==> src/rtl/mips_core_pkg.sv <==
// Shared MIPS core types: ALU control, memory access direction and register index.
package mips_core_pkg;

  typedef enum logic [4:0] {
    ALU_ADD, ALU_ADDU, ALU_SUB, ALU_SUBU, ALU_AND, ALU_OR, ALU_XOR, ALU_NOR,
    ALU_SLT, ALU_SLTU, ALU_SLL, ALU_SRL, ALU_SRA, ALU_SLLV, ALU_SRLV, ALU_SRAV,
    ALU_BEQ, ALU_BNE, ALU_BLEZ, ALU_BGTZ, ALU_BGEZ, ALU_BLTZ,
    ALU_MTCO_PASS, ALU_MTCO_FAIL, ALU_MTCO_DONE, ALU_NOP
  } AluCtl;

  typedef enum logic {MEM_READ, MEM_WRITE} MemAccessType;

  typedef logic [4:0] MipsReg;

endpackage

==> src/rtl/mips_inst_encoder_if.sv <==
// Descriptor-in / instruction-word-out bus of mips_inst_encoder.
interface mips_inst_encoder_if;
  import mips_core_pkg::*;

  logic         in_valid;
  logic         in_ready;
  logic [31:0]  in_pc;
  AluCtl        in_alu_ctl;
  logic         in_is_branch;
  logic         in_is_jump;
  logic         in_is_jump_reg;
  logic         in_is_mem_access;
  logic         in_uses_immediate;
  MemAccessType in_mem_action;
  MipsReg       in_rs_addr;
  MipsReg       in_rt_addr;
  MipsReg       in_rw_addr;
  logic [31:0]  in_immediate;
  logic [31:0]  in_branch_target;
  logic         flush;
  logic         out_valid;
  logic         out_ready;
  logic [31:0]  out_inst;
  logic         out_err;

  modport master (
    output in_valid, in_pc, in_alu_ctl, in_is_branch, in_is_jump, in_is_jump_reg,
           in_is_mem_access, in_uses_immediate, in_mem_action, in_rs_addr,
           in_rt_addr, in_rw_addr, in_immediate, in_branch_target, flush, out_ready,
    input  in_ready, out_valid, out_inst, out_err
  );

  modport slave (
    input  in_valid, in_pc, in_alu_ctl, in_is_branch, in_is_jump, in_is_jump_reg,
           in_is_mem_access, in_uses_immediate, in_mem_action, in_rs_addr,
           in_rt_addr, in_rw_addr, in_immediate, in_branch_target, flush, out_ready,
    output in_ready, out_valid, out_inst, out_err
  );

endinterface

==> src/rtl/mips_inst_encoder.sv <==
// Encodes a decoded-op descriptor into a 32-bit MIPS word through one output register.
// Optional ENCODER_STATS_EN adds saturating transfer counters stat_encoded / stat_errors.
module mips_inst_encoder
  import mips_core_pkg::*;
(
  input  logic                clk,
  input  logic                rst_n,
  mips_inst_encoder_if.slave  bus
`ifdef ENCODER_STATS_EN
  ,
  output logic [15:0]         stat_encoded,
  output logic [15:0]         stat_errors
`endif
);

  function automatic logic [31:0] r_word(input logic [4:0] rs, input logic [4:0] rt,
                                         input logic [4:0] rd, input logic [4:0] sh,
                                         input logic [5:0] fn);
    return {6'h00, rs, rt, rd, sh, fn};
  endfunction

  function automatic logic [31:0] i_word(input logic [5:0] op, input logic [4:0] rs,
                                         input logic [4:0] rt, input logic [15:0] imm);
    return {op, rs, rt, imm};
  endfunction

  AluCtl       alu;
  MipsReg      rs, rt, rw;
  logic [31:0] imm, target;
  logic        jmp;
  logic [31:0] pc_plus4, br_diff, br_off;
  logic        br_fits;
  logic [31:0] enc_word;
  logic        enc_bad;

  logic        valid_q;
  logic [31:0] inst_q;
  logic        err_q;

  assign alu      = bus.in_alu_ctl;
  assign rs       = bus.in_rs_addr;
  assign rt       = bus.in_rt_addr;
  assign rw       = bus.in_rw_addr;
  assign imm      = bus.in_immediate;
  assign target   = bus.in_branch_target;
  assign jmp      = bus.in_is_jump | bus.in_is_jump_reg;

  // Word offset from the delay slot; must survive truncation to a signed 16-bit field.
  assign pc_plus4 = bus.in_pc + 32'd4;
  assign br_diff  = target - pc_plus4;
  assign br_off   = $signed(br_diff) >>> 2;
  assign br_fits  = (br_off[31:15] == '0) || (br_off[31:15] == '1);

  always_comb begin
    enc_word = '0;
    enc_bad  = 1'b0;
    if ((bus.in_is_branch && jmp) || (bus.in_is_branch && bus.in_is_mem_access) ||
        (jmp && bus.in_is_mem_access)) begin
      enc_bad = 1'b1;
    end else if (bus.in_is_mem_access) begin
      if (alu != ALU_ADD)                        enc_bad  = 1'b1;
      else if (bus.in_mem_action == MEM_READ)    enc_word = i_word(6'h23, rs, rw, imm[15:0]);
      else                                       enc_word = i_word(6'h2b, rs, rt, imm[15:0]);
    end else if (bus.in_is_branch) begin
      case (alu)
        ALU_BEQ:  enc_word = i_word(6'h04, rs, rt,   br_off[15:0]);
        ALU_BNE:  enc_word = i_word(6'h05, rs, rt,   br_off[15:0]);
        ALU_BLEZ: enc_word = i_word(6'h06, rs, 5'd0, br_off[15:0]);
        ALU_BGTZ: enc_word = i_word(6'h07, rs, 5'd0, br_off[15:0]);
        ALU_BGEZ: enc_word = i_word(6'h01, rs, 5'd1, br_off[15:0]);
        ALU_BLTZ: enc_word = i_word(6'h01, rs, 5'd0, br_off[15:0]);
        default:  enc_bad  = 1'b1;
      endcase
      if (target[1:0] != 2'b00 || !br_fits) enc_bad = 1'b1;
    end else if (bus.in_is_jump_reg) begin
      if (rw == 5'd31)      enc_word = r_word(rs, 5'd0, 5'd31, 5'd0, 6'h09);
      else if (rw == 5'd0)  enc_word = r_word(rs, 5'd0, 5'd0,  5'd0, 6'h08);
      else                  enc_bad  = 1'b1;
    end else if (bus.in_is_jump) begin
      enc_word = {(alu == ALU_OR && rw == 5'd31) ? 6'h03 : 6'h02, target[27:2]};
      if (target[31:28] != pc_plus4[31:28]) enc_bad = 1'b1;
    end else begin
      case (alu)
        ALU_MTCO_PASS: enc_word = {6'h10, 5'd4, rt, 5'd17, 11'd0};
        ALU_MTCO_FAIL: enc_word = {6'h10, 5'd4, rt, 5'd18, 11'd0};
        ALU_MTCO_DONE: enc_word = {6'h10, 5'd4, rt, 5'd19, 11'd0};
        // Constant shifts carry the source register in the rt slot.
        ALU_SLL:       enc_word = r_word(5'd0, rs, rw, imm[4:0], 6'h00);
        ALU_SRL:       enc_word = r_word(5'd0, rs, rw, imm[4:0], 6'h02);
        ALU_SRA:       enc_word = r_word(5'd0, rs, rw, imm[4:0], 6'h03);
        default: begin
          if (bus.in_uses_immediate) begin
            case (alu)
              ALU_ADD:  enc_word = i_word(6'h08, rs, rw, imm[15:0]);
              ALU_ADDU: enc_word = i_word(6'h09, rs, rw, imm[15:0]);
              ALU_AND:  enc_word = i_word(6'h0c, rs, rw, imm[15:0]);
              ALU_XOR:  enc_word = i_word(6'h0e, rs, rw, imm[15:0]);
              ALU_SLT:  enc_word = i_word(6'h0a, rs, rw, imm[15:0]);
              ALU_SLTU: enc_word = i_word(6'h0b, rs, rw, imm[15:0]);
              ALU_OR: begin
                if (rs == 5'd0 && imm[15:0] == 16'h0000 && imm != '0)
                  enc_word = i_word(6'h0f, 5'd0, rw, imm[31:16]);
                else
                  enc_word = i_word(6'h0d, rs, rw, imm[15:0]);
              end
              default:  enc_bad = 1'b1;
            endcase
          end else begin
            case (alu)
              ALU_ADD:  enc_word = r_word(rs, rt, rw, 5'd0, 6'h20);
              ALU_ADDU: enc_word = r_word(rs, rt, rw, 5'd0, 6'h21);
              ALU_SUB:  enc_word = r_word(rs, rt, rw, 5'd0, 6'h22);
              ALU_SUBU: enc_word = r_word(rs, rt, rw, 5'd0, 6'h23);
              ALU_AND:  enc_word = r_word(rs, rt, rw, 5'd0, 6'h24);
              ALU_OR:   enc_word = r_word(rs, rt, rw, 5'd0, 6'h25);
              ALU_XOR:  enc_word = r_word(rs, rt, rw, 5'd0, 6'h26);
              ALU_NOR:  enc_word = r_word(rs, rt, rw, 5'd0, 6'h27);
              ALU_SLLV: enc_word = r_word(rs, rt, rw, 5'd0, 6'h04);
              ALU_SRLV: enc_word = r_word(rs, rt, rw, 5'd0, 6'h06);
              ALU_SRAV: enc_word = r_word(rs, rt, rw, 5'd0, 6'h07);
              ALU_SLT:  enc_word = r_word(rs, rt, rw, 5'd0, 6'h2a);
              ALU_SLTU: enc_word = r_word(rs, rt, rw, 5'd0, 6'h2b);
              default:  enc_bad = 1'b1;
            endcase
          end
        end
      endcase
    end
    if (enc_bad) enc_word = '0;
  end

  assign bus.in_ready  = !valid_q || bus.out_ready;
  assign bus.out_valid = valid_q;
  assign bus.out_inst  = inst_q;
  assign bus.out_err   = err_q;

  // Flush wins over a same-cycle load; a stalled word is simply held.
  always_ff @(posedge clk or negedge rst_n) begin
    if (!rst_n) begin
      valid_q <= 1'b0;
      inst_q  <= '0;
      err_q   <= 1'b0;
    end else if (bus.flush) begin
      valid_q <= 1'b0;
    end else if (bus.in_valid && bus.in_ready) begin
      valid_q <= 1'b1;
      inst_q  <= enc_word;
      err_q   <= enc_bad;
    end else if (bus.out_ready) begin
      valid_q <= 1'b0;
    end
  end

`ifdef ENCODER_STATS_EN
  always_ff @(posedge clk or negedge rst_n) begin
    if (!rst_n) begin
      stat_encoded <= '0;
      stat_errors  <= '0;
    end else if (valid_q && bus.out_ready) begin
      if (err_q) begin
        if (stat_errors != '1) stat_errors <= stat_errors + 16'd1;
      end else begin
        if (stat_encoded != '1) stat_encoded <= stat_encoded + 16'd1;
      end
    end
  end
`endif

endmodule

==> src/flat_wrapper.sv <==
// flat-port wrapper written by rule: the top's interface ports become plain ports
module mips_inst_encoder_flat import mips_core_pkg::*;
  (clk, rst_n, bus_in_valid, bus_in_pc, bus_in_alu_ctl, bus_in_is_branch, bus_in_is_jump, bus_in_is_jump_reg, bus_in_is_mem_access, bus_in_uses_immediate, bus_in_mem_action, bus_in_rs_addr, bus_in_rt_addr, bus_in_rw_addr, bus_in_immediate, bus_in_branch_target, bus_flush, bus_out_ready, bus_in_ready, bus_out_valid, bus_out_inst, bus_out_err);
  mips_inst_encoder_if bus_i ();
  input  logic clk;
  input  logic rst_n;
  input wire logic [$bits(bus_i.in_valid)-1:0] bus_in_valid;
  input wire logic [$bits(bus_i.in_pc)-1:0] bus_in_pc;
  input wire logic [$bits(bus_i.in_alu_ctl)-1:0] bus_in_alu_ctl;
  input wire logic [$bits(bus_i.in_is_branch)-1:0] bus_in_is_branch;
  input wire logic [$bits(bus_i.in_is_jump)-1:0] bus_in_is_jump;
  input wire logic [$bits(bus_i.in_is_jump_reg)-1:0] bus_in_is_jump_reg;
  input wire logic [$bits(bus_i.in_is_mem_access)-1:0] bus_in_is_mem_access;
  input wire logic [$bits(bus_i.in_uses_immediate)-1:0] bus_in_uses_immediate;
  input wire logic [$bits(bus_i.in_mem_action)-1:0] bus_in_mem_action;
  input wire logic [$bits(bus_i.in_rs_addr)-1:0] bus_in_rs_addr;
  input wire logic [$bits(bus_i.in_rt_addr)-1:0] bus_in_rt_addr;
  input wire logic [$bits(bus_i.in_rw_addr)-1:0] bus_in_rw_addr;
  input wire logic [$bits(bus_i.in_immediate)-1:0] bus_in_immediate;
  input wire logic [$bits(bus_i.in_branch_target)-1:0] bus_in_branch_target;
  input wire logic [$bits(bus_i.flush)-1:0] bus_flush;
  input wire logic [$bits(bus_i.out_ready)-1:0] bus_out_ready;
  output wire logic [$bits(bus_i.in_ready)-1:0] bus_in_ready;
  output wire logic [$bits(bus_i.out_valid)-1:0] bus_out_valid;
  output wire logic [$bits(bus_i.out_inst)-1:0] bus_out_inst;
  output wire logic [$bits(bus_i.out_err)-1:0] bus_out_err;
  assign bus_i.in_valid = bus_in_valid;
  assign bus_i.in_pc = bus_in_pc;
  assign bus_i.in_alu_ctl = bus_in_alu_ctl;
  assign bus_i.in_is_branch = bus_in_is_branch;
  assign bus_i.in_is_jump = bus_in_is_jump;
  assign bus_i.in_is_jump_reg = bus_in_is_jump_reg;
  assign bus_i.in_is_mem_access = bus_in_is_mem_access;
  assign bus_i.in_uses_immediate = bus_in_uses_immediate;
  assign bus_i.in_mem_action = bus_in_mem_action;
  assign bus_i.in_rs_addr = bus_in_rs_addr;
  assign bus_i.in_rt_addr = bus_in_rt_addr;
  assign bus_i.in_rw_addr = bus_in_rw_addr;
  assign bus_i.in_immediate = bus_in_immediate;
  assign bus_i.in_branch_target = bus_in_branch_target;
  assign bus_i.flush = bus_flush;
  assign bus_i.out_ready = bus_out_ready;
  assign bus_in_ready = bus_i.in_ready;
  assign bus_out_valid = bus_i.out_valid;
  assign bus_out_inst = bus_i.out_inst;
  assign bus_out_err = bus_i.out_err;
  mips_inst_encoder u_core (.clk(clk), .rst_n(rst_n), .bus(bus_i));
endmodule
==> config.mk <==
export PLATFORM = sky130hd
export DESIGN_NAME = mips_inst_encoder_flat
export DESIGN_NICKNAME = d
export VERILOG_FILES = /design/src/rtl/mips_core_pkg.sv /design/src/rtl/mips_inst_encoder_if.sv /design/src/rtl/mips_inst_encoder.sv /design/src/flat_wrapper.sv
export SDC_FILE = /design/constraint.sdc
export NUM_CORES = 1
export LEC_CHECK = 0
export ABC_AREA = 1
export BUFFER_PORTS_ARGS = -buffer_cell sky130_fd_sc_hd__buf_2
export CORE_MARGIN = 3
export CORE_UTILIZATION = 40
export CTS_CLUSTER_DIAMETER = 40
export DETAILED_ROUTE_END_ITERATION = 8
export PLACE_DENSITY = 0.68
export SKIP_LAST_GASP = 1
export SLEW_MARGIN = 30
export SYNTH_ARGS = -nofsm -noshare
export SYNTH_HDL_FRONTEND = slang
export SYNTH_SLANG_ARGS = --single-unit
==> constraint.sdc <==
create_clock -name clk -period 2 [get_ports clk]
set_input_delay 0.4 -clock clk [delete_from_list [all_inputs] [get_ports clk]]
set_output_delay 0.4 -clock clk [all_outputs]
set_load 0.01 [all_outputs]
==> flow_summary.ini, run 1 <==
[outcome]
status = finished with violations
failed_checks = setup timing

[global_route]
grtUsageTotal = 0.315
grt_pass1_vias = 9640
grt_pass1_wl_mm = 49.7
antenna_found_initial = 0
grt_max_degree = 49
overflow = 0

[cts]
clock_latency_ns = 0.29
htreeDepth = 2
cts_hold_repair.buffers = 0
cts_root_buffer = clkbuf_16
cts_made_buffers = 5
cts_tree = done
clock_path_buffers = 2
cts_sinks = 34
clk_pin_slew_worst_paths_ns = 0.06

[routing]
dr.pass1.iters = 6
routed.top_layer = met4
dr_wl_met2_mm = 14.5
wl_met1_mm = 14.8
drt-initial-drc-count = 1075
antenna_left = 0
post_drt_wl_per_cell_um = 16.1
vias = 10600
drc_errors = 0
vias_per_cell = 5.21
wirelength_mm = 32.8
wl_met3_mm = 2.69

[yosys]
synthCells = 1352
yosys_warnings = 0
ys_types = 48
synthFlopType = dfrtp_1
synth-seq-cells = 34
synth_top_cell_by_area = nand2_1
synth_nets = 1510
netlist_top_cells_area = nand2_1 25%, dfrtp_1 12%, inv_1 10%, a21oi_1 7.8%, nor2_1 6.2%
syn-cell-area_um2 = 7120
syn_avg_cell_area_um2 = 5.27
async_flop_share = 1.00
synth_edf_count = 0
ys_seq_area_frac = 0.119
yosysTopAreaCellShare = 0.252

[sta]
drv_slew = 0
setup_viol = 31
finClkSkew_ns = 0.00603
setup_ws_ns = -2.10
rsz0062_at_grt = true
fin_crit_ns = 4.10
fin_crit_sh = 2.05
max_freq_mhz = 244
worst-slew-pin-transition_ns = 0.939
setup_tns_ns = -64.44
relSlewSlack = 0.368
hold_viol = 0

[setup_path]
worstRegToRegCells = 9
critPathMaxStageDelay_ns = 0.32
crit_path_frequent_cell = nand2_1
cp.required_ns = 2.21
slowest_stage = nor4_4
startpoint_type = input pin
r2r-start = u_core.bus.out_valid$_DFFE_PN0P_
worstSetupPathType = in -> reg
cp-end-kind = flop
cp.arrival_ns = 4.31
cp_max_fo = 8
cp-endpoint = u_core.bus.out_inst[0]$_DFFE_PN0P_
reg2reg_slack_ns = 0.31
r2r_end = u_core.bus.out_inst[17]$_DFFE_PN0P_
crit_start = bus_in_pc[3]

[floorplanning]
dieArea_um2 = 19400
die_w_um = 139
dieHeight_um = 139
num_rows = 48
core_area_um2 = 17400
pin_count = 162
initial_utilization = 0.410

[power_and_ir_drop]
power.internal_w = 0.00240
leakagePower_nw = 6.15
seqPwrFrac = 0.187
p_total_w = 0.00429
switchingPower_w = 0.00189
p_sw_frac = 0.440
pwr-share-comb = 0.636
cellPowerDensity_nw_per_um2 = 384
clockPowerShare = 0.177
max-vdd-ir-drop_mv = 0.472

[cells_and_area]
fin_nets = 1966
layout_commonest_cell = nand2_1
design_area_um2 = 11200
diodes = 0
utilization = 0.643
drive_above_1_share = 0.374
mostFrequentLayoutCells = 457 x nand2_1, 317 x buf_4, 177 x inv_1
area_growth_pct = 56.6
fin_cells = 2033

[place]
dpl_cell_area_um2 = 10400
hpwl_mm = 26.8
dpl.cell_count = 2001
port_buffers = 161
gp_congestion = 1.04

[run]
cap_violations = 0

[hold_path]
hp-class = in -> async
cell families after synthesis:
| group | synth area share |
|---|---|
| AOI/OAI and AO/OA | 0.208 |
| xor gates and xnor gates | 0.0246 |
| adders and majority gates | 0.0544 |
| buffers and inverters | 0.130 |
| DFF | 0.119 |
| and+or+nand+nor | 0.464 |
power groups by stage:
stage | Sequential [W] | Clock, W | Combinational, W
floorplan | 0.000847 | 0 | 0.00125
global placement | 0.000809 | 0 | 0.00247
detailed placement | 0.000811 | 0 | 0.00248
CTS | 0.000800 | 0.000761 | 0.00254
global route | 0.000807 | 0.000801 | 0.00297
finish | 0.000801 | 0.000760 | 0.00273
cells in the mapped netlist, drive strengths merged, types with 4 or more instances:
| cell | n |
|---|---|
| ha | 31 |
| nand2 | 493 |
| or2 | 23 |
| xor2 | 12 |
| a21oi | 135 |
| o21ai | 76 |
| nand3 | 83 |
| xnor2 | 8 |
| dfrtp | 34 |
| o211ai | 11 |
| o2111ai | 4 |
| o22ai | 9 |
| nor2 | 128 |
| buf | 11 |
| clkinv | 5 |
| a31o | 4 |
| nand4 | 18 |
| nor3 | 19 |
| clkbuf | 26 |
| nor4 | 5 |
| inv | 196 |
critical path: cells and delay by family:
family | cells | cell delay (ns)
AOI/OAI and AO/OA | 2 | 0.25
adders and majority gates | 1 | 0.26
buffers and inverters | 5 | 0.51
xor gates and xnor gates | 1 | 0.22
and+or+nand+nor | 21 | 2.65
per-layer routing:
layer  GRT usage  up-vias
li1            -     5245
met1       0.464     4847
met2       0.492      455
met3      0.0433       48
met4      0.0608        0
met5           0        -
state kept, by name, indices dropped and copies added, names as in the netlist:
name,flops
u_core.bus.out_inst,32
u_core.bus.out_err,1
u_core.bus.out_valid,1
final cells by class:
| type | count | area (um^2) |
|---|---|---|
| Sequential cell | 34 | 851 |
| Multi-Input combinational cell | 1080 | 5780 |
| Fill cell | 1715 | 6200 |
| Clock buffer | 5 | 125 |
| Clock inverter | 2 | 10.0 |
| Timing Repair Buffer | 486 | 3340 |
| Tap cell | 225 | 282 |
| Inverter | 201 | 757 |
worst min-delay path by stage:
stage,slack (ns),cells after the start,from,endpoint
global placement,0.46,2,u_core.bus.out_inst[19]$_DFFE_PN0P_,u_core.bus.out_inst[19]$_DFFE_PN0P_
floorplan,0.10,0,rst_n,u_core.bus.out_err$_DFFE_PN0P_
CTS,0.24,1,rst_n,u_core.bus.out_inst[1]$_DFFE_PN0P_
finish,0.20,1,rst_n,u_core.bus.out_inst[12]$_DFFE_PN0P_
global route,0.27,1,rst_n,u_core.bus.out_inst[13]$_DFFE_PN0P_
detailed placement,0.47,2,u_core.bus.out_inst[31]$_DFFE_PN0P_,u_core.bus.out_inst[31]$_DFFE_PN0P_
timing repair:
| item | 4_1_cts | 5_1_grt |
|---|---|---|
| pin swaps | 22 | 62 |
| setup endpoints to repair | 31 | 31 |
| setup buffers | 12 | 12 |
| cloned | 1 | 0 |
| resized for setup | 24 | 94 |
through the flow:
step | hold slack [ns] | worst slack [ns]
after global placement | 0.462 | -2.47
after floorplan | 0.104 | -1.62
after global routing | 0.268 | -2.38
after CTS | 0.237 | -2.11
after detailed placement | 0.466 | -2.51
final | 0.196 | -2.10
Note: power is estimated with default switching activity, not from simulation.
==> run 2: changes to the inputs <==
Settings changed: PLACE_DENSITY 0.68 to default, PLACE_DENSITY_LB_ADDON from default to 0.08, SETUP_SLACK_MARGIN from default to 0.5.
==> flow_summary.ini, run 2 (synthesis results as in run 1) <==
[outcome]
status = finished with violations
failed_checks = setup timing

[cts]
clock_path_buffers = 2
clk_pin_slew_worst_paths_ns = 0.06
htreeDepth = 2
cts_sinks = 34
cts_root_buffer = clkbuf_16
cts_made_buffers = 5
clock_latency_ns = 0.29
cts_tree = done

[power_and_ir_drop]
pwr-share-comb = 0.613
switchingPower_w = 0.00187
leakagePower_nw = 6.11
cellPowerDensity_nw_per_um2 = 397
seqPwrFrac = 0.182
clockPowerShare = 0.205
power.internal_w = 0.00252
max-vdd-ir-drop_mv = 0.451
p_sw_frac = 0.426

[sta]
fin_crit_sh = 2.04
drv_slew = 0
worst-slew-pin-transition_ns = 0.760
setup_ws_ns = -2.09
setup_viol = 31
finClkSkew_ns = 0.00377
max_freq_mhz = 245
relSlewSlack = 0.493
hold_viol = 0
hold_ws_ns = 0.178
rsz0062_at_grt = true
fin_crit_ns = 4.09

[setup_path]
critPathMaxStageDelay_ns = 0.36
cp.required_ns = 2.22
slowest_stage = ha_1
worstSetupPathType = in -> reg
cp-end-kind = flop
startpoint_type = input pin
cp.arrival_ns = 4.31
crit_path_frequent_cell = nand2_1
cp_max_fo = 10

[routing]
wl_met3_mm = 2.69
routed.top_layer = met4
antenna_left = 0
vias_per_cell = 5.15
drc_errors = 0
dr_wl_met2_mm = 13.8
post_drt_wl_per_cell_um = 16.2
dr.pass1.iters = 9
vias = 10400
drt-initial-drc-count = 922
wl_met1_mm = 15.1
wirelength_mm = 32.7

[cells_and_area]
mostFrequentLayoutCells = 464 x nand2_1, 308 x buf_4, 178 x inv_1
design_area_um2 = 11100
layout_commonest_cell = nand2_1
fin_nets = 1958
diodes = 0
largest_register_ffs = 32
drive_above_1_share = 0.359
area_growth_pct = 55.4

[global_route]
antenna_found_initial = 0
grt_pass1_vias = 9752
grt_max_degree = 41
overflow = 0
grt_pass1_wl_mm = 51.1
grtUsageTotal = 0.325

[floorplanning]
initial_utilization = 0.410
dieArea_um2 = 19400
dieHeight_um = 139
num_rows = 48
pin_count = 162
core_area_um2 = 17400
die_w_um = 139

[place]
gp_congestion = 0.992
place_worst_setup_slack_ns = -2.54
port_buffers = 161
dpl_cell_area_um2 = 10300
hpwl_mm = 27.0

[run]
cap_violations = 0

[hold_path]
hp-class = in -> async
-- run 2: changes by cell type in the layout (fill, tap and decap cells not counted), sizes merged --
cell	before	now
buf	486	478
bufinv	0	1
-- run 2: final timing paths --
check	start	endpoint	slack [ns]	cells after the start
setup reg to reg	u_core.bus.out_valid$_DFFE_PN0P_	u_core.bus.out_inst[19]$_DFFE_PN0P_	0.40	9
setup / recovery	bus_in_pc[3]	u_core.bus.out_inst[10]$_DFFE_PN0P_	-2.09	34
min in group clk	bus_flush	u_core.bus.out_valid$_DFFE_PN0P_	0.31	2
max in group asynchronous	rst_n	u_core.bus.out_inst[20]$_DFFE_PN0P_	1.33	1
hold / removal	rst_n	u_core.bus.out_inst[6]$_DFFE_PN0P_	0.18	1
hold reg to reg	u_core.bus.out_inst[29]$_DFFE_PN0P_	u_core.bus.out_inst[29]$_DFFE_PN0P_	0.48	2
-- run 2: layout make-up --
type / instances / area (um^2)
inverters: 201 / 763
clock buffers: 5 / 125
fillers: 1794 / 6290
flip-flops and latches: 34 / 851
repair buffers: 478 / 3330
well taps: 225 / 282
multi-input cells: 1080 / 5670
clock inverters: 3 / 40.0
-- run 2: what timing repair did --
action,4_1_cts,5_1_grt
hold buffers,0,0
pin swaps,14,33
setup endpoints to repair,33,34
gates cloned,3,0
buffers inserted,18,7
gates resized for setup,35,56
-- run 2: metal layers --
layer | up-vias | track usage
met5 | - | 0
met3 | 72 | 0.0491
met1 | 4681 | 0.474
met4 | 0 | 0.0881
met2 | 450 | 0.501
li1 | 5240 | -
-- run 2: stage by stage --
| stage | TNS [ns] | power, W | util | instances |
|---|---|---|---|---|
| global route | -73.21 | 0.00471 | 0.638 | 2026 |
| detailed placement | -78.10 | 0.00331 | 0.595 | 1990 |
| finish | -63.54 | 0.00440 | 0.638 | 2026 |
| CTS | -61.10 | 0.00431 | 0.623 | 2019 |
| global placement | -75.97 | 0.00330 | 0.595 | 1990 |
| floorplan | -48.81 | 0.00210 | - | 1352 |
-- run 2: power groups by stage --
| stage | clock, W | sequential, W | combinational (W) |
|---|---|---|---|
| detailed placement | 0 | 0.000810 | 0.00250 |
| global route | 0.000949 | 0.000808 | 0.00296 |
| finish | 0.000902 | 0.000798 | 0.00270 |
| floorplan | 0 | 0.000847 | 0.00125 |
| CTS | 0.000911 | 0.000798 | 0.00260 |
| global placement | 0 | 0.000807 | 0.00249 |
-- run 2: worst max-delay path, delay by kind of cell --
family                   cells  cell delay (ns)
AND/OR/NAND/NOR             23             2.10
buffers and inverters        6             0.78
AO/OA/AOI/OAI                4             0.65
adder cells (fa/ha/maj)      1             0.36
==> run 3: changes to the inputs <==
Settings changed: REMOVE_ABC_BUFFERS from default to 1.
==> flow_summary.ini, run 3 (synthesis results as in run 1) <==
[outcome]
status = finished with violations
failed_checks = setup timing

[sta]
finClkSkew_ns = 0.00847
relSlewSlack = 0.407
fin_crit_ns = 4.17
max_freq_mhz = 240
drv_slew = 0
hold_viol = 0
setup_tns_ns = -66.15
setup_viol = 31
rsz0062_at_grt = true
setup_ws_ns = -2.17
fin_crit_sh = 2.08
worst-slew-pin-transition_ns = 0.880

[global_route]
grtUsageTotal = 0.308
grt_max_degree = 49
grt_pass1_wl_mm = 48.6
grt_pass1_vias = 9357
antenna_found_initial = 1
overflow = 0

[cells_and_area]
fin_nets = 1952
layout_commonest_cell = nand2_1
fill_cells = 1795
area_growth_pct = 54.3
mostFrequentLayoutCells = 460 x nand2_1, 298 x buf_4, 184 x inv_1
drive_above_1_share = 0.358
largest_register_ffs = 32
utilization = 0.634

[floorplanning]
dieHeight_um = 139
dieArea_um2 = 19400
core_area_um2 = 17400
initial_utilization = 0.410
pin_count = 162
die_w_um = 139
num_rows = 48

[place]
port_buffers = 161
gp_congestion = 1.00
hpwl_mm = 26.6

[power_and_ir_drop]
pwr-share-comb = 0.628
clockPowerShare = 0.185
p_sw_frac = 0.439
switchingPower_w = 0.00187
leakagePower_nw = 6.06
power.internal_w = 0.00239
cellPowerDensity_nw_per_um2 = 388
max-vdd-ir-drop_mv = 0.326
seqPwrFrac = 0.187

[routing]
post_drt_wl_per_cell_um = 16.0
antenna_left = 0
vias = 10300
vias_per_cell = 5.08
dr.pass1.iters = 5
drc_errors = 0
drt-initial-drc-count = 795
wirelength_mm = 32.3

[setup_path]
worstSetupPathType = in -> reg
cp.required_ns = 2.23
startpoint_type = input pin
cp.arrival_ns = 4.39
path_delay_family = simple AND/OR/NAND/NOR gates
cp_max_fo = 10
cp-end-kind = flop
critPathMaxStageDelay_ns = 0.35
cp_num_buf_inv = 8
slowest_stage = ha_1

[hold_path]
hp-class = in -> async

[cts]
cts_made_buffers = 5
cts_tree = done
cts_root_buffer = clkbuf_16
cts_sinks = 34
clock_path_buffers = 2
htreeDepth = 2
clk_pin_slew_worst_paths_ns = 0.06
clock_latency_ns = 0.29

[run]
cap_violations = 0
## run 3: cell count changes in the layout (fill, tap and decap cells not counted), moves of 5 or more
cell / delta
inv_1: +6
nand2_2: +6
nand3_2: -5
nor2_1: -6
nor2_2: +8
buf_4: -10
## run 3: final timing paths
path / start / endpoint / slack [ns] / cells past startpoint
min: rst_n / u_core.bus.out_inst[25]$_DFFE_PN0P_ / 0.20 / 1
min reg2reg: u_core.bus.out_inst[18]$_DFFE_PN0P_ / u_core.bus.out_inst[18]$_DFFE_PN0P_ / 0.48 / 2
min in group clk: bus_flush / u_core.bus.out_valid$_DFFE_PN0P_ / 0.28 / 2
max in group asynchronous: rst_n / u_core.bus.out_inst[0]$_DFFE_PN0P_ / 1.27 / 1
max: bus_in_pc[3] / u_core.bus.out_inst[11]$_DFFE_PN0P_ / -2.17 / 35
max reg2reg: u_core.bus.out_valid$_DFFE_PN0P_ / u_core.bus.out_inst[18]$_DFFE_PN0P_ / 0.29 / 9
## run 3: repair_timing
action,in CTS,in global routing
setup endpoints to repair,33,34
cloned,1,4
gates resized for setup,51,54
pin swaps,19,31
buffers inserted,8,8
hold buffers,0,0
## run 3: metal layers
layer	vias to the layer above	track usage	share of wire
met5	-	0	0.00022
met4	2	0.0536	0.019
met3	48	0.0419	0.079
met2	411	0.491	0.43
met1	4580	0.451	0.47
li1	5217	-	-
## run 3: cell type report
| cell class | count | area (um^2) | share of cell area |
|---|---|---|---|
| antenna | 1 | 2.50 | 0.000228 |
| clock buffer | 5 | 125 | 0.0114 |
| clock inverter | 2 | 15.0 | 0.00137 |
| inverter | 201 | 756 | 0.0687 |
| multi-input combinational | 1080 | 5650 | 0.513 |
| sequential | 34 | 851 | 0.0774 |
| tap | 225 | 282 | 0.0256 |
| timing repair buffer | 472 | 3320 | 0.302 |
## run 3: power groups by stage
stage               sequential [W]  combinational, W  clock, W
CTS                       0.000797           0.00254  0.000791
global route              0.000808           0.00293  0.000826
finish                    0.000798           0.00268  0.000787
floorplan                 0.000847           0.00119         0
global placement          0.000806           0.00244         0
detailed placement        0.000810           0.00246         0
## run 3: stage by stage
step | cell area [um^2] | setup WS [ns] | std cells | hold slack (ns) | total power (W)
after floorplan | 6950 | -4.87 | 1315 | 0.104 | 0.00204
after global placement | 10300 | -2.72 | 1991 | 0.461 | 0.00325
after detailed placement | 10300 | -2.72 | 1991 | 0.465 | 0.00326
after CTS | 10700 | -2.01 | 2007 | 0.228 | 0.00412
after global routing | 11000 | -2.40 | 2019 | 0.263 | 0.00456
final | 11000 | -2.17 | 2020 | 0.200 | 0.00426
